===== src/rtl/rv32i_pkg.sv =====
// Shared RV32I constants: major opcodes, ALU op codes and the issue FSM states.
package rv32i_pkg;

    localparam logic [6:0] OPC_LOAD   = 7'h03;
    localparam logic [6:0] OPC_FENCE  = 7'h0F;
    localparam logic [6:0] OPC_OPIMM  = 7'h13;
    localparam logic [6:0] OPC_AUIPC  = 7'h17;
    localparam logic [6:0] OPC_STORE  = 7'h23;
    localparam logic [6:0] OPC_OP     = 7'h33;
    localparam logic [6:0] OPC_LUI    = 7'h37;
    localparam logic [6:0] OPC_BRANCH = 7'h63;
    localparam logic [6:0] OPC_JALR   = 7'h67;
    localparam logic [6:0] OPC_JAL    = 7'h6F;
    localparam logic [6:0] OPC_SYSTEM = 7'h73;

    localparam logic [3:0] ALU_ADD  = 4'b0000;
    localparam logic [3:0] ALU_SLL  = 4'b0001;
    localparam logic [3:0] ALU_SLT  = 4'b0010;
    localparam logic [3:0] ALU_SLTU = 4'b0011;
    localparam logic [3:0] ALU_XOR  = 4'b0100;
    localparam logic [3:0] ALU_SRL  = 4'b0101;
    localparam logic [3:0] ALU_OR   = 4'b0110;
    localparam logic [3:0] ALU_AND  = 4'b0111;
    localparam logic [3:0] ALU_SUB  = 4'b1000;
    localparam logic [3:0] ALU_SRA  = 4'b1101;
    localparam logic [3:0] ALU_BNE  = 4'b1111;
    localparam logic [3:0] ALU_BLT  = 4'b1100;
    localparam logic [3:0] ALU_BGE  = 4'b1011;
    localparam logic [3:0] ALU_BLTU = 4'b1010;
    localparam logic [3:0] ALU_BGEU = 4'b1001;

    typedef enum logic [0:0] {
        ST_RUN   = 1'b0,
        ST_BWAIT = 1'b1
    } state_t;

endpackage


===== src/rtl/ex_decode_if.sv =====
// Issue-stage bus: front-end handshake, ALU operand outputs, result/branch sideband.
interface ex_decode_if;
    logic        i_valid;
    logic        o_ready;
    logic [31:0] i_instr;
    logic [31:0] i_pc;
    logic [31:0] i_rs1_data;
    logic [31:0] i_rs2_data;
    logic        i_zero;
    logic [31:0] o_alu_a;
    logic [31:0] o_alu_b;
    logic [3:0]  o_alu_op;
    logic        o_alu_valid;
    logic        o_res_valid;
    logic [4:0]  o_res_rd;
    logic        o_res_we;
    logic        o_res_ls;
    logic        o_br_valid;
    logic        o_br_taken;
    logic [31:0] o_br_target;
    logic        o_illegal;

    // Front end / ALU side driving instructions and the zero flag
    modport master (
        output i_valid, i_instr, i_pc, i_rs1_data, i_rs2_data, i_zero,
        input  o_ready, o_alu_a, o_alu_b, o_alu_op, o_alu_valid, o_res_valid,
               o_res_rd, o_res_we, o_res_ls, o_br_valid, o_br_taken,
               o_br_target, o_illegal
    );

    // Decode stage side
    modport slave (
        input  i_valid, i_instr, i_pc, i_rs1_data, i_rs2_data, i_zero,
        output o_ready, o_alu_a, o_alu_b, o_alu_op, o_alu_valid, o_res_valid,
               o_res_rd, o_res_we, o_res_ls, o_br_valid, o_br_taken,
               o_br_target, o_illegal
    );
endinterface


===== src/rtl/imm_gen.sv =====
// Combinational RV32I immediate extraction (I/S/B/U/J), all sign-extended to 32 bits.
module imm_gen
    import rv32i_pkg::*;
(
    input  logic [31:7] instr,
    output logic [31:0] imm_i,
    output logic [31:0] imm_s,
    output logic [31:0] imm_b,
    output logic [31:0] imm_u,
    output logic [31:0] imm_j
);
    assign imm_i = {{21{instr[31]}}, instr[30:20]};
    assign imm_s = {{21{instr[31]}}, instr[30:25], instr[11:7]};
    assign imm_b = {{20{instr[31]}}, instr[7], instr[30:25], instr[11:8], 1'b0};
    assign imm_u = {instr[31:12], 12'b0};
    assign imm_j = {{12{instr[31]}}, instr[19:12], instr[20], instr[30:21], 1'b0};
endmodule


===== src/rtl/ex_decode.sv =====
// Issue stage: decodes RV32I into ALU op/operands, delays writeback and branch
// tags to line up with the ALU result and zero flag, and stalls on control flow.
module ex_decode
    import rv32i_pkg::*;
#(
    parameter int XLEN     = 32,
    parameter int BR_STALL = 3
) (
    input  logic         i_clk,
    input  logic         i_rst,
    ex_decode_if.slave   bus
);
    localparam int CNT_W = $clog2(BR_STALL + 1);

    logic [6:0]      opcode;
    logic [2:0]      funct3;
    logic            funct7_b5;
    logic [4:0]      rd;
    logic [31:0]     imm_i, imm_s, imm_b, imm_u, imm_j;
    logic [31:0]     jalr_sum;
    logic [XLEN-1:0] dec_a, dec_b, dec_target;
    logic [3:0]      dec_op;
    logic            dec_alu_valid, dec_illegal, dec_we, dec_ls, dec_branch, dec_jump;
    logic            accept, ready;

    state_t          state_reg, state_next;
    logic [CNT_W-1:0] cnt_reg, cnt_next;

    logic [31:0] alu_a_reg, alu_b_reg;
    logic [3:0]  alu_op_reg;
    logic        alu_valid_reg, illegal_reg;
    logic        s1_valid_reg, s1_we_reg, s1_ls_reg, s1_ctrl_reg, s1_jump_reg;
    logic [4:0]  s1_rd_reg;
    logic [31:0] s1_target_reg;
    logic        res_valid_reg, res_we_reg, res_ls_reg;
    logic [4:0]  res_rd_reg;
    logic        s2_ctrl_reg, s2_jump_reg;
    logic [31:0] s2_target_reg;
    logic        br_valid_reg, br_jump_reg;
    logic [31:0] br_target_reg;

    assign opcode    = bus.i_instr[6:0];
    assign rd        = bus.i_instr[11:7];
    assign funct3    = bus.i_instr[14:12];
    assign funct7_b5 = bus.i_instr[30];
    assign jalr_sum  = bus.i_rs1_data + imm_i;
    assign accept    = bus.i_valid & ready;

    imm_gen u_imm_gen (
        .instr (bus.i_instr[31:7]),
        .imm_i (imm_i),
        .imm_s (imm_s),
        .imm_b (imm_b),
        .imm_u (imm_u),
        .imm_j (imm_j)
    );

    // Instruction decode: ALU op, operands and sideband tags for the presented word
    always_comb begin
        dec_a         = bus.i_rs1_data;
        dec_b         = bus.i_rs2_data;
        dec_op        = ALU_ADD;
        dec_alu_valid = 1'b1;
        dec_illegal   = 1'b0;
        dec_we        = 1'b0;
        dec_ls        = 1'b0;
        dec_branch    = 1'b0;
        dec_jump      = 1'b0;
        dec_target    = bus.i_pc + imm_b;
        case (opcode)
            OPC_OP: begin
                dec_op = {funct7_b5, funct3};
                dec_we = 1'b1;
            end
            OPC_OPIMM: begin
                // Only the shift-right group uses bit 30 to pick SRA over SRL
                dec_op = {(funct3 == 3'b101) & funct7_b5, funct3};
                dec_b  = imm_i;
                dec_we = 1'b1;
            end
            OPC_LUI: begin
                dec_a  = '0;
                dec_b  = imm_u;
                dec_we = 1'b1;
            end
            OPC_AUIPC: begin
                dec_a  = bus.i_pc;
                dec_b  = imm_u;
                dec_we = 1'b1;
            end
            OPC_LOAD: begin
                dec_b  = imm_i;
                dec_ls = 1'b1;
                dec_we = 1'b1;
            end
            OPC_STORE: begin
                dec_b  = imm_s;
                dec_ls = 1'b1;
            end
            OPC_BRANCH: begin
                dec_branch = 1'b1;
                // Ops chosen so the ALU zero flag means "branch taken"
                case (funct3)
                    3'b000:  dec_op = ALU_SUB;
                    3'b001:  dec_op = ALU_BNE;
                    3'b100:  dec_op = ALU_BLT;
                    3'b101:  dec_op = ALU_BGE;
                    3'b110:  dec_op = ALU_BLTU;
                    3'b111:  dec_op = ALU_BGEU;
                    default: begin
                        dec_branch    = 1'b0;
                        dec_alu_valid = 1'b0;
                        dec_illegal   = 1'b1;
                    end
                endcase
            end
            OPC_JAL: begin
                dec_a      = bus.i_pc;
                dec_b      = 32'd4;
                dec_we     = 1'b1;
                dec_jump   = 1'b1;
                dec_target = bus.i_pc + imm_j;
            end
            OPC_JALR: begin
                dec_a      = bus.i_pc;
                dec_b      = 32'd4;
                dec_we     = 1'b1;
                dec_jump   = 1'b1;
                dec_target = {jalr_sum[31:1], 1'b0};
            end
            OPC_FENCE: begin
                dec_alu_valid = 1'b0;
            end
            default: begin
                // SYSTEM and anything unrecognised
                dec_alu_valid = 1'b0;
                dec_illegal   = 1'b1;
            end
        endcase
        if (rd == 5'd0) begin
            dec_we = 1'b0;
        end
    end

    // ALU input registers: load only on a real operation, otherwise hold
    always_ff @(posedge i_clk or posedge i_rst) begin
        if (i_rst) begin
            alu_a_reg  <= '0;
            alu_b_reg  <= '0;
            alu_op_reg <= ALU_ADD;
        end else if (accept && dec_alu_valid) begin
            alu_a_reg  <= dec_a;
            alu_b_reg  <= dec_b;
            alu_op_reg <= dec_op;
        end
    end

    // Sideband delay line: stage 1 aligns with ALU inputs, stage 2 with result, stage 3 with zero flag
    always_ff @(posedge i_clk or posedge i_rst) begin
        if (i_rst) begin
            alu_valid_reg <= 1'b0;
            illegal_reg   <= 1'b0;
            s1_valid_reg  <= 1'b0;
            s1_we_reg     <= 1'b0;
            s1_ls_reg     <= 1'b0;
            s1_ctrl_reg   <= 1'b0;
            s1_jump_reg   <= 1'b0;
            s1_rd_reg     <= '0;
            s1_target_reg <= '0;
            res_valid_reg <= 1'b0;
            res_we_reg    <= 1'b0;
            res_ls_reg    <= 1'b0;
            res_rd_reg    <= '0;
            s2_ctrl_reg   <= 1'b0;
            s2_jump_reg   <= 1'b0;
            s2_target_reg <= '0;
            br_valid_reg  <= 1'b0;
            br_jump_reg   <= 1'b0;
            br_target_reg <= '0;
        end else begin
            alu_valid_reg <= accept & dec_alu_valid;
            illegal_reg   <= accept & dec_illegal;
            s1_valid_reg  <= accept & dec_alu_valid;
            s1_we_reg     <= dec_we;
            s1_ls_reg     <= dec_ls;
            s1_ctrl_reg   <= accept & (dec_branch | dec_jump);
            s1_jump_reg   <= dec_jump;
            s1_rd_reg     <= rd;
            s1_target_reg <= dec_target;
            res_valid_reg <= s1_valid_reg;
            res_we_reg    <= s1_valid_reg & s1_we_reg;
            res_ls_reg    <= s1_valid_reg & s1_ls_reg;
            res_rd_reg    <= s1_rd_reg;
            s2_ctrl_reg   <= s1_ctrl_reg;
            s2_jump_reg   <= s1_jump_reg;
            s2_target_reg <= s1_target_reg;
            br_valid_reg  <= s2_ctrl_reg;
            br_jump_reg   <= s2_ctrl_reg & s2_jump_reg;
            if (s2_ctrl_reg) begin
                br_target_reg <= s2_target_reg;
            end
        end
    end

    // FSM state and stall counter
    always_ff @(posedge i_clk or posedge i_rst) begin
        if (i_rst) begin
            state_reg <= ST_RUN;
            cnt_reg   <= '0;
        end else begin
            state_reg <= state_next;
            cnt_reg   <= cnt_next;
        end
    end

    // FSM next state: a control transfer stalls for BR_STALL cycles
    always_comb begin
        state_next = state_reg;
        cnt_next   = cnt_reg;
        case (state_reg)
            ST_RUN: begin
                if (accept && (dec_branch || dec_jump)) begin
                    state_next = ST_BWAIT;
                    cnt_next   = CNT_W'(BR_STALL);
                end
            end
            ST_BWAIT: begin
                cnt_next = cnt_reg - CNT_W'(1);
                if (cnt_reg == CNT_W'(1)) begin
                    state_next = ST_RUN;
                end
            end
            default: state_next = ST_RUN;
        endcase
    end

    // FSM outputs: ready only in RUN, and forced low while reset is held
    always_comb begin
        ready = (state_reg == ST_RUN) & ~i_rst;
    end

    assign bus.o_ready     = ready;
    assign bus.o_alu_a     = alu_a_reg;
    assign bus.o_alu_b     = alu_b_reg;
    assign bus.o_alu_op    = alu_op_reg;
    assign bus.o_alu_valid = alu_valid_reg;
    assign bus.o_illegal   = illegal_reg;
    assign bus.o_res_valid = res_valid_reg;
    assign bus.o_res_rd    = res_rd_reg;
    assign bus.o_res_we    = res_we_reg;
    assign bus.o_res_ls    = res_ls_reg;
    assign bus.o_br_valid  = br_valid_reg;
    assign bus.o_br_taken  = br_valid_reg & (br_jump_reg | bus.i_zero);
    assign bus.o_br_target = br_target_reg;
endmodule


===== src/flat_wrapper.sv =====
// flat-port wrapper written by rule: the top's interface ports become plain ports
module ex_decode_flat import rv32i_pkg::*;
#(
    parameter int XLEN     = 32,
    parameter int BR_STALL = 3
)
  (i_clk, i_rst, bus_i_valid, bus_i_instr, bus_i_pc, bus_i_rs1_data, bus_i_rs2_data, bus_i_zero, bus_o_ready, bus_o_alu_a, bus_o_alu_b, bus_o_alu_op, bus_o_alu_valid, bus_o_res_valid, bus_o_res_rd, bus_o_res_we, bus_o_res_ls, bus_o_br_valid, bus_o_br_taken, bus_o_br_target, bus_o_illegal);
  ex_decode_if bus_i ();
  input  logic i_clk;
  input  logic i_rst;
  input wire logic [$bits(bus_i.i_valid)-1:0] bus_i_valid;
  input wire logic [$bits(bus_i.i_instr)-1:0] bus_i_instr;
  input wire logic [$bits(bus_i.i_pc)-1:0] bus_i_pc;
  input wire logic [$bits(bus_i.i_rs1_data)-1:0] bus_i_rs1_data;
  input wire logic [$bits(bus_i.i_rs2_data)-1:0] bus_i_rs2_data;
  input wire logic [$bits(bus_i.i_zero)-1:0] bus_i_zero;
  output wire logic [$bits(bus_i.o_ready)-1:0] bus_o_ready;
  output wire logic [$bits(bus_i.o_alu_a)-1:0] bus_o_alu_a;
  output wire logic [$bits(bus_i.o_alu_b)-1:0] bus_o_alu_b;
  output wire logic [$bits(bus_i.o_alu_op)-1:0] bus_o_alu_op;
  output wire logic [$bits(bus_i.o_alu_valid)-1:0] bus_o_alu_valid;
  output wire logic [$bits(bus_i.o_res_valid)-1:0] bus_o_res_valid;
  output wire logic [$bits(bus_i.o_res_rd)-1:0] bus_o_res_rd;
  output wire logic [$bits(bus_i.o_res_we)-1:0] bus_o_res_we;
  output wire logic [$bits(bus_i.o_res_ls)-1:0] bus_o_res_ls;
  output wire logic [$bits(bus_i.o_br_valid)-1:0] bus_o_br_valid;
  output wire logic [$bits(bus_i.o_br_taken)-1:0] bus_o_br_taken;
  output wire logic [$bits(bus_i.o_br_target)-1:0] bus_o_br_target;
  output wire logic [$bits(bus_i.o_illegal)-1:0] bus_o_illegal;
  assign bus_i.i_valid = bus_i_valid;
  assign bus_i.i_instr = bus_i_instr;
  assign bus_i.i_pc = bus_i_pc;
  assign bus_i.i_rs1_data = bus_i_rs1_data;
  assign bus_i.i_rs2_data = bus_i_rs2_data;
  assign bus_i.i_zero = bus_i_zero;
  assign bus_o_ready = bus_i.o_ready;
  assign bus_o_alu_a = bus_i.o_alu_a;
  assign bus_o_alu_b = bus_i.o_alu_b;
  assign bus_o_alu_op = bus_i.o_alu_op;
  assign bus_o_alu_valid = bus_i.o_alu_valid;
  assign bus_o_res_valid = bus_i.o_res_valid;
  assign bus_o_res_rd = bus_i.o_res_rd;
  assign bus_o_res_we = bus_i.o_res_we;
  assign bus_o_res_ls = bus_i.o_res_ls;
  assign bus_o_br_valid = bus_i.o_br_valid;
  assign bus_o_br_taken = bus_i.o_br_taken;
  assign bus_o_br_target = bus_i.o_br_target;
  assign bus_o_illegal = bus_i.o_illegal;
  ex_decode #(.XLEN(XLEN), .BR_STALL(BR_STALL)) u_core (.i_clk(i_clk), .i_rst(i_rst), .bus(bus_i));
endmodule

===== config.mk =====
export PLATFORM = sky130hd
export DESIGN_NAME = ex_decode_flat
export DESIGN_NICKNAME = d
export VERILOG_FILES = /design/src/rtl/rv32i_pkg.sv /design/src/rtl/ex_decode_if.sv /design/src/rtl/imm_gen.sv /design/src/rtl/ex_decode.sv /design/src/flat_wrapper.sv
export SDC_FILE = /design/constraint.sdc
export NUM_CORES = 1
export LEC_CHECK = 0
export ABC_CLOCK_PERIOD_IN_PS = 5300
export CORE_MARGIN = 5
export CORE_UTILIZATION = 55
export CTS_BUF_LIST = sky130_fd_sc_hd__clkbuf_8
export DETAILED_ROUTE_END_ITERATION = 10
export DONT_BUFFER_PORTS = 1
export HOLD_SLACK_MARGIN = 0.05
export PLACE_DENSITY_LB_ADDON = 0.1
export SLEW_MARGIN = 30
export SYNTH_ARGS = -nofsm -noshare
export SYNTH_HDL_FRONTEND = slang
export SYNTH_SLANG_ARGS = --single-unit
export TNS_END_PERCENT = 5

===== constraint.sdc =====
create_clock -name i_clk -period 5.3 [get_ports i_clk]
set_input_delay 0.265 -clock i_clk [delete_from_list [all_inputs] [get_ports i_clk]]
set_output_delay 0.265 -clock i_clk [all_outputs]
set_load 0.02 [all_outputs]

# Yosys cells after proc, flatten, opt, wreduce, memory -nomap -nowiden
# Index checks and enable logic that the tools add are counted.
# classes
add_sub_neg	4
mul	0
div_mod_pow	0
magnitude_cmp	0
n_eq_ne	17
n_shift	0
mux	19
bitwise_logic	14
n_reduce_logical	14
# ops
operator	count
32-bit one-hot mux with 2 select lines	2
32-bit one-hot mux with 4 select lines	1
32-bit adder	3
4-bit one-hot mux with 6 select lines	1
7-bit by 6-bit == test with 1-bit output, second input constant	3
7-bit == test, second input constant	3
7-bit by 5-bit == test with 1-bit output, second input constant	2
3-bit == test, second input constant	4
4-bit one-hot mux with 3 select lines	1
1-bit AND	10
1-bit two-way mux	9
9-bit OR reduction	1
2-bit OR reduction	4
8-bit OR reduction	1
7-bit by 2-bit == test with 1-bit output, second input constant	1
7-bit by 4-bit == test with 1-bit output, second input constant	1
7-bit OR reduction	1
1-bit one-hot mux with 2 select lines	3
6-bit OR reduction	1
5-bit zero test	1
2-bit one-hot mux with 2 select lines	1
3-bit by 1-bit == test with 1-bit output, second input constant	1
3-bit zero test	1
3-bit OR reduction	1
other kinds (8)	11
# totals
regBits	190
latch_bits	0
ramBits	0
romBits	0
inputBits	132
out_inout_bits	113
wordCells	91
n_memories	0

# Logic depth before layout (Yosys ltp)
# Gate-level depths: netlist (run 1).
# logic_depth
word_depth	8
depth_mapped	19
depth_no_buf	15

# Hierarchy
# A second synthesis (run 1) with hierarchy kept.
# unflattened
cells_unflattened	1262
hier_area_um2	12097.9
# by_module_without_submodules
module	instances	cells_per_inst	area_each_um2
ex_decode	1	1101	10892.9
imm_gen	1	161	1204.9

# Worst setup path after synthesis (run 1)
# Ideal clock, no wire load.
# synth_path
path_type	input -> register
from	input port bus_i_instr[5]
to	register u_core.s1_target_reg[31]
setup_time_ns	0.080
t_arrival_ns	4.019
required_ns	5.220
slack_ns	1.201
cell_stages	18
cell_sequence	buf_2 -> nor2b_1 -> buf_2 -> nand2_1 -> nor2_1 -> clkbuf_1 -> mux2_2 -> ha_1 -> fa_1 -> a211oi_1 -> o211ai_1 -> a221oi_1 -> o31ai_2 -> a21oi_1 -> a31oi_1 -> mux2i_1 -> a21oi_1 -> xnor2_1
# synth_via
elab_chain_cells	2
# synth_rtl
element	line	text
from (decl)	flat_wrapper.sv:12	input wire logic [$bits(bus_i.i_instr)-1:0] bus_i_instr;
7-bit == test	ex_decode.sv:70	case (opcode)
32-bit one-hot mux with 2 select lines (*)	ex_decode.sv:70	
named net u_core.dec_target[31]	ex_decode.sv:21	logic [XLEN-1:0] dec_a, dec_b, dec_target;
to (signal assigned)	ex_decode.sv:189	s1_target_reg <= dec_target;
to (decl)	ex_decode.sv:34	logic [31:0] s1_target_reg;
# The timed path passes the listed nets; every way through them passes the cells marked *.
# A chain may end at the register's enable or synchronous reset.

# Worst setup path after layout (run 1)
# Same ends and word-level chain as after synthesis.

==> impl_metrics.env, run 1 <==
export IMPL_cts_max_level=4
export IMPL_dieArea_mm2=0.0217
export IMPL_power_share_clock_pct=24.7
export IMPL_fillers=1487
export IMPL_pwr_share_seq_pct=54.5
export IMPL_drc=0
export IMPL_gr_total_overflow=0
export IMPL_post_drt_wl_per_cell_um=22.7
export IMPL_pwr_density_cell_mw_per_mm2=342
export IMPL_synth_seq_cells=190
export IMPL_stdcell_count=1396
export IMPL_status="finished clean"
export IMPL_io_pins=245
export IMPL_skew_ps=10.5
export IMPL_routed_via_density=6.19
export IMPL_hpwl_mm=22.3
export IMPL_via_count=8646
export IMPL_place_congestion=0.945
export IMPL_r2r_cells=7
export IMPL_synth_edf_count=0
export IMPL_grt_max_degree=191
export IMPL_drv_cap=0
export IMPL_clock_sinks=190
export IMPL_clockBufferDepth=2
export IMPL_clkTransAtPathRegs_ps=110
export IMPL_cts_tree="done"
export IMPL_worst_r2r_endpoint="u_core.bus.o_alu_b[2]$_DFFE_PP0P_"
export IMPL_pwr_share_comb_pct=20.9
export IMPL_hold_class="input port to flip-flop"
export IMPL_netlist_instances=1057
export IMPL_mappedNetlistArea_mm2=0.0104
export IMPL_finalHoldViolCount=0
export IMPL_cp_start_kind="input port"
export IMPL_initial_core_util_pct=55.5
export IMPL_globalRouteTotalUtil_pct=29.1
export IMPL_core_mm2=0.0186
export IMPL_p_leak_uw=0.00559
export IMPL_synth_top_area_share_pct=45.9
export IMPL_critPathKind="input port to flip-flop"
export IMPL_synth_area_leaders="dfrtp_1 46%, ha_1 7.7%, a21oi_1 6.9%, a22oi_1 4.2%, nor2_1 4.0%"
export IMPL_grt_pass1_vias=8572
export IMPL_finalCritPeriodShare_pct=72.8
export IMPL_peakVddDrop_mv=0.227
export IMPL_post_cts_buffers=0
export IMPL_seq_area_frac_synth_pct=45.9
export IMPL_end_kind="flip-flop"
export IMPL_pre_cts_ws_ps=1050
export IMPL_cts_buffers=17
export IMPL_die_y_um=147
export IMPL_postLayoutCoreUtil_pct=65.5
export IMPL_fin_ws_ps=1440
export IMPL_cts_resized=0
export IMPL_async_reset_ff_share_pct=100
export IMPL_fmax_mhz=259
export IMPL_die_x_um=147
export IMPL_r2r_slack_ps=2520
export IMPL_antenna_left=0
export IMPL_port_buffers=0
export IMPL_cp_data_arrival_time_ps=4240
export IMPL_holdWs_ps=68.7
export IMPL_yosysWarnings=0
export IMPL_tightest_slew_ps=973
export IMPL_drive_gt1_share_pct=8.70
export IMPL_maxSlewViolCount=0
export IMPL_crit_path_max_fanout=14
export IMPL_worstPathRequired_ps=5680
export IMPL_placed_cells=1244
export IMPL_worstSetupStartpoint="bus_i_instr[5]"
export IMPL_area_growth_pct=17.9
export IMPL_intPower_uw=2630
export IMPL_r2r_start="u_core.state_reg$_DFF_PP0_"
export IMPL_yosys_area_top_type="dfrtp_1"
export IMPL_p_sw_share_pct=37.0
export IMPL_fin_setup_tns_ps=0
export IMPL_cts_root_buffer="clkbuf_8"
export IMPL_dr_pass1_iters=5
export IMPL_drt_iter0_drc=785
export IMPL_final_min_clock_period_ps=3860
export IMPL_synth_net_count=1255
export IMPL_synth_distinct_cells=61
export IMPL_fp_row_count=50
export IMPL_setup_viol=0
export IMPL_synth_ff_type="dfrtp_1"
export IMPL_slew_headroom_pct=35.1
export IMPL_syn_area_per_cell_um2=9.80
export IMPL_rsz0062_at_grt="false"
export IMPL_worstSetupEndpoint="u_core.s1_target_reg[31]$_DFF_PP0_"
export IMPL_wl_mm=31.7
export IMPL_grt_pass1_wl_mm=49.3
export IMPL_antenna_found_initial=1
export IMPL_power_switching_uw=1540
export IMPL_clock_latency_ps=450
export IMPL_layout_nets=1346
per-stage QoR:
stage                     power (uW)  area, um^2
after floorplan                 2830       10400
final                           4170       12200
after global routing            4400       12200
after detailed placement        3060       10600
after CTS                       4160       12200
after global placement          3040       10500
cell families (layout without fill, tap and decap cells):
family / after synthesis / in the layout / share of synthesized area (%)
mux: 42 / 42 / 4.51
compound gates: 376 / 376 / 23.0
xor+xnor: 55 / 55 / 4.65
flops: 190 / 190 / 45.9
other cells: 0 / 1 / 0
simple gates: 252 / 252 / 10.9
fa+ha+maj: 66 / 66 / 8.12
buf+inv: 76 / 180 / 2.85
power by group through the flow:
stage          clock network (uW)  registers, uW  logic (uW)
4_1_cts                      1050           2270         844
3_5_place_dp                    0           2290         768
5_1_grt                      1120           2310         974
6_report                     1030           2270         869
2_1_floorplan                   0           2200         628
3_3_place_gp                    0           2290         745
worst min path at each step:
stage | cells after the start | start | slack (ps) | to
2_1_floorplan | 0 | bus_i_instr[7] | 300 | u_core.s1_rd_reg[0]$_DFF_PP0_
3_3_place_gp | 0 | bus_i_instr[9] | 300 | u_core.s1_rd_reg[2]$_DFF_PP0_
3_5_place_dp | 0 | bus_i_instr[8] | 300 | u_core.s1_rd_reg[1]$_DFF_PP0_
4_1_cts | 2 | bus_i_rs2_data[22] | 50 | u_core.bus.o_alu_b[22]$_DFFE_PP0P_
5_1_grt | 2 | bus_i_pc[9] | 60 | u_core.bus.o_alu_a[9]$_DFFE_PP0P_
6_report | 2 | bus_i_rs2_data[22] | 70 | u_core.bus.o_alu_b[22]$_DFFE_PP0P_
worst max-delay path, stage by stage:
cell      delay, ps
nor2b_1         400
nand2_1         130
nor2_1          120
buf_4           220
mux2_2          370
ha_1            230
fa_1            440
a211oi_1        340
o211ai_1        200
a221oi_1        450
o31ai_2         180
a21oi_1         270
a31oi_1         190
mux2i_1         150
a21oi_1         150
xnor2_1         130
placed cells by master (no fill, tap or decap), types with 4 or more instances in the layout:
| cell | count |
|---|---|
| o21a_1 | 9 |
| ha_1 | 64 |
| o21ai_0 | 48 |
| a21oi_1 | 142 |
| and2_1 | 4 |
| nand2b_1 | 7 |
| nor4_1 | 4 |
| dfrtp_1 | 190 |
| inv_1 | 15 |
| nand2_1 | 58 |
| nand3_1 | 18 |
| a211oi_1 | 10 |
| buf_4 | 10 |
| dlygate4sd3_1 | 118 |
| nor3_1 | 7 |
| o21ai_1 | 9 |
| o221ai_1 | 4 |
| o21bai_1 | 6 |
| a21o_1 | 43 |
| nor2_1 | 110 |
| clkbuf_8 | 17 |
| xnor2_1 | 28 |
| and3_1 | 7 |
| inv_8 | 5 |
| a22oi_1 | 58 |
| a31oi_1 | 10 |
| nor2b_1 | 14 |
| a31o_2 | 5 |
| xor2_1 | 27 |
| nand4_1 | 8 |
| mux2i_1 | 5 |
| o211ai_1 | 4 |
| a211o_1 | 4 |
| mux2_2 | 37 |
cells in the mapped netlist (all sizes together) (12+ instances only):
master and count:
mux2 37, a21oi 143, dfrtp 190, a21o 43, a31oi 12, nor2 111
xnor2 28, ha 64, xor2 27, o21ai 58, clkbuf 49, nand3 18
a22oi 58, nand2 58, inv 17, nor2b 14
metal layers:
layer  vias to the layer above  GRT usage (%)  wire [um]
li1                       4004              -          -
met1                      4135           41.2      13700
met2                       433           42.7      13900
met3                        74           8.24       2980
met4                         0           11.3       1060
met5                         -              0          0
area by class of cell:
type | instances | area (um^2) | share of cell area, %
clock inverter | 15 | 198 | 1.62
clock buffer | 17 | 234 | 1.92
multi-input combinational | 791 | 5330 | 43.6
antenna | 1 | 2.50 | 0.0205
sequential | 190 | 4750 | 39.0
tap | 234 | 293 | 2.40
timing repair buffer | 131 | 1330 | 10.9
inverter | 17 | 67.6 | 0.554
timing repair:
| action | in CTS | in global routing |
|---|---|---|
| hold buffers | 117 | 1 |
| hold endpoints to repair | 249 | 1 |
| setup endpoints to repair | 0 | 0 |
No activity file was read; power rests on OpenSTA's default activity.
==> inputs of run 2 (changes only) <==
--- a/config.mk
+++ b/config.mk
@@ -5,7 +5,7 @@
 export SDC_FILE = /design/constraint.sdc
 export NUM_CORES = 1
 export LEC_CHECK = 0
-export ABC_CLOCK_PERIOD_IN_PS = 5300
+export ABC_CLOCK_PERIOD_IN_PS = 4000
 export CORE_MARGIN = 5
 export CORE_UTILIZATION = 55
 export CTS_BUF_LIST = sky130_fd_sc_hd__clkbuf_8
==> constraint.sdc (replaced) <==
create_clock -name i_clk -period 4 [get_ports i_clk]
set_input_delay 0.2 -clock i_clk [delete_from_list [all_inputs] [get_ports i_clk]]
set_output_delay 0.2 -clock i_clk [all_outputs]
set_load 0.02 [all_outputs]
==> run 2 against run 1 <==
Compared with the run above:
- largest power group unchanged
- sequential power rose by 32%
- clock-buffer cell count did not move
- combinational power rose by 35%
==> impl_metrics.env, run 2 (synthesis results as in run 1) <==
export IMPL_final_common_cell="dfrtp_1"
export IMPL_place_congestion=0.947
export IMPL_p_leak_uw=0.00565
export IMPL_cts_buffers=17
export IMPL_io_pins=245
export IMPL_cts_tree="done"
export IMPL_fp_row_count=50
export IMPL_design_area_mm2=0.0124
export IMPL_clkTransAtPathRegs_ps=120
export IMPL_power_share_clock_pct=23.8
export IMPL_cp_data_arrival_time_ps=4300
export IMPL_globalRouteTotalUtil_pct=29.0
export IMPL_finalCritPeriodShare_pct=96.9
export IMPL_finalHoldViolCount=0
export IMPL_grt_max_degree=191
export IMPL_dr_pass1_iters=6
export IMPL_die_y_um=147
export IMPL_setup_viol=0
export IMPL_p_sw_share_pct=37.4
export IMPL_final_cell_mix="190 x dfrtp_1, 142 x a21oi_1, 134 x dlygate4sd3_1"
export IMPL_power_switching_uw=2050
export IMPL_pwr_share_seq_pct=54.8
export IMPL_gr_total_overflow=0
export IMPL_layout_nets=1365
export IMPL_cts_max_level=4
export IMPL_r2r_cells=7
export IMPL_status="finished clean"
export IMPL_end_kind="flip-flop"
export IMPL_routed_via_density=6.14
export IMPL_placed_cells=1247
export IMPL_stdcell_count=1414
export IMPL_hpwl_mm=22.4
export IMPL_fillers=1481
export IMPL_wl_mm=31.5
export IMPL_slew_headroom_pct=43.1
export IMPL_hold_class="input port to flip-flop"
export IMPL_antenna_cells=0
export IMPL_initial_core_util_pct=55.5
export IMPL_drt_iter0_drc=917
export IMPL_worst_r2r_endpoint="u_core.bus.o_alu_b[11]$_DFFE_PP0P_"
export IMPL_crit_path_max_fanout=13
export IMPL_area_growth_pct=19.3
export IMPL_drv_cap=0
export IMPL_pwr_density_cell_mw_per_mm2=444
export IMPL_r2r_slack_ps=1350
export IMPL_clock_latency_ps=470
export IMPL_worstPathRequired_ps=4420
export IMPL_maxSlewViolCount=0
export IMPL_hold_end="u_core.bus.o_alu_op[2]$_DFFE_PP0P_"
export IMPL_cts_root_buffer="clkbuf_8"
export IMPL_clock_sinks=190
export IMPL_port_buffers=0
export IMPL_holdCritStartpoint="bus_i_instr[2]"
export IMPL_via_count=8684
export IMPL_skew_ps=14.1
export IMPL_fmax_mhz=258
export IMPL_peakVddDrop_mv=0.278
export IMPL_grt_pass1_wl_mm=49.3
export IMPL_tightest_slew_ps=848
export IMPL_post_drt_wl_per_cell_um=22.3
export IMPL_dieArea_mm2=0.0217
export IMPL_final_min_clock_period_ps=3880
export IMPL_critPathKind="input port to flip-flop"
export IMPL_hold_depth=3
export IMPL_cp_start_kind="input port"
export IMPL_clockBufferDepth=2
export IMPL_die_x_um=147
export IMPL_drc=0
export IMPL_drive_gt1_share_pct=8.90
export IMPL_antenna_found_initial=0
export IMPL_pwr_share_comb_pct=21.4
export IMPL_antenna_left=0
export IMPL_r2r_start="u_core.state_reg$_DFF_PP0_"
export IMPL_place_area_mm2=0.0106
export IMPL_grt_pass1_vias=8703
export IMPL_core_mm2=0.0186
export IMPL_intPower_uw=3430
==> run 2: what timing repair did <==
action	CTS	global route
endpoints found under the hold margin	268	0
endpoints found under the setup margin	0	1
hold buffers	134	0
buffers inserted	0	0
resized for setup	0	2
==> run 2: critical path, stage by stage <==
cell,delay (ps)
and3_1,250
nand2_1,100
nor2_1,180
buf_4,240
mux2_2,380
fa_1,490
a211oi_2,280
o211ai_1,200
a221oi_2,360
o31ai_2,160
a21oi_1,310
a31oi_1,170
mux2i_1,140
a21oi_1,150
xnor2_1,130
dlygate4sd3_1,560
==> run 2: worst max path at each step <==
| stage | startpoint | end | slack (ps) | cells after the start |
|---|---|---|---|---|
| finish | bus_i_instr[1] | u_core.s1_target_reg[31]$_DFF_PP0_ | 120 | 16 |
| CTS | bus_i_instr[1] | u_core.s1_target_reg[31]$_DFF_PP0_ | 120 | 16 |
| global placement | bus_i_instr[1] | u_core.s1_target_reg[31]$_DFF_PP0_ | 220 | 15 |
| floorplan | bus_i_instr[5] | u_core.s1_target_reg[31]$_DFF_PP0_ | -30 | 18 |
| detailed placement | bus_i_instr[1] | u_core.s1_target_reg[31]$_DFF_PP0_ | 160 | 15 |
| global route | bus_i_instr[1] | u_core.s1_target_reg[31]$_DFF_PP0_ | -20 | 16 |
==> run 2: final cells by class <==
cell class / count / area (um^2) / area share, %
multi-input combinational: 791 / 5340 / 43.2
tap: 234 / 293 / 2.37
timing repair buffer: 150 / 1490 / 12.1
clock inverter: 15 / 174 / 1.41
inverter: 17 / 67.6 / 0.547
clock buffer: 17 / 234 / 1.89
sequential: 190 / 4750 / 38.5
==> run 2: routing by layer <==
metal  vias to the layer above  global-route usage (%)  routed length, um
li1                       4041                       -                  -
met1                      4153                    40.4              13600
met2                       426                    43.3              13800
met3                        64                    8.70               3110
met4                         0                    10.4               1040
met5                         -                       0                  0
==> run 2: power by group through the flow <==
stage / Combinational [uW] / Clock (uW) / Sequential (uW)
after floorplan: 832 / 0 / 2910
after CTS: 1140 / 1330 / 3000
after global routing: 1320 / 1420 / 3050
after global placement: 995 / 0 / 3030
final: 1170 / 1310 / 3000
after detailed placement: 1020 / 0 / 3030
==> run 2: stage by stage <==
step | power, uW | utilization, % | hold slack [ps] | worst slack [ps] | setup TNS [ps]
2_1_floorplan | 3750 | - | 231 | -34.3 | -34.3
3_3_place_gp | 4030 | 56.7 | 232 | 220 | 0
4_1_cts | 5470 | 66.0 | 61.8 | 123 | 0
6_report | 5480 | 66.3 | 85.9 | 124 | 0
3_5_place_dp | 4050 | 56.7 | 232 | 163 | 0
5_1_grt | 5790 | 66.3 | 73.8 | -23.3 | -23.3
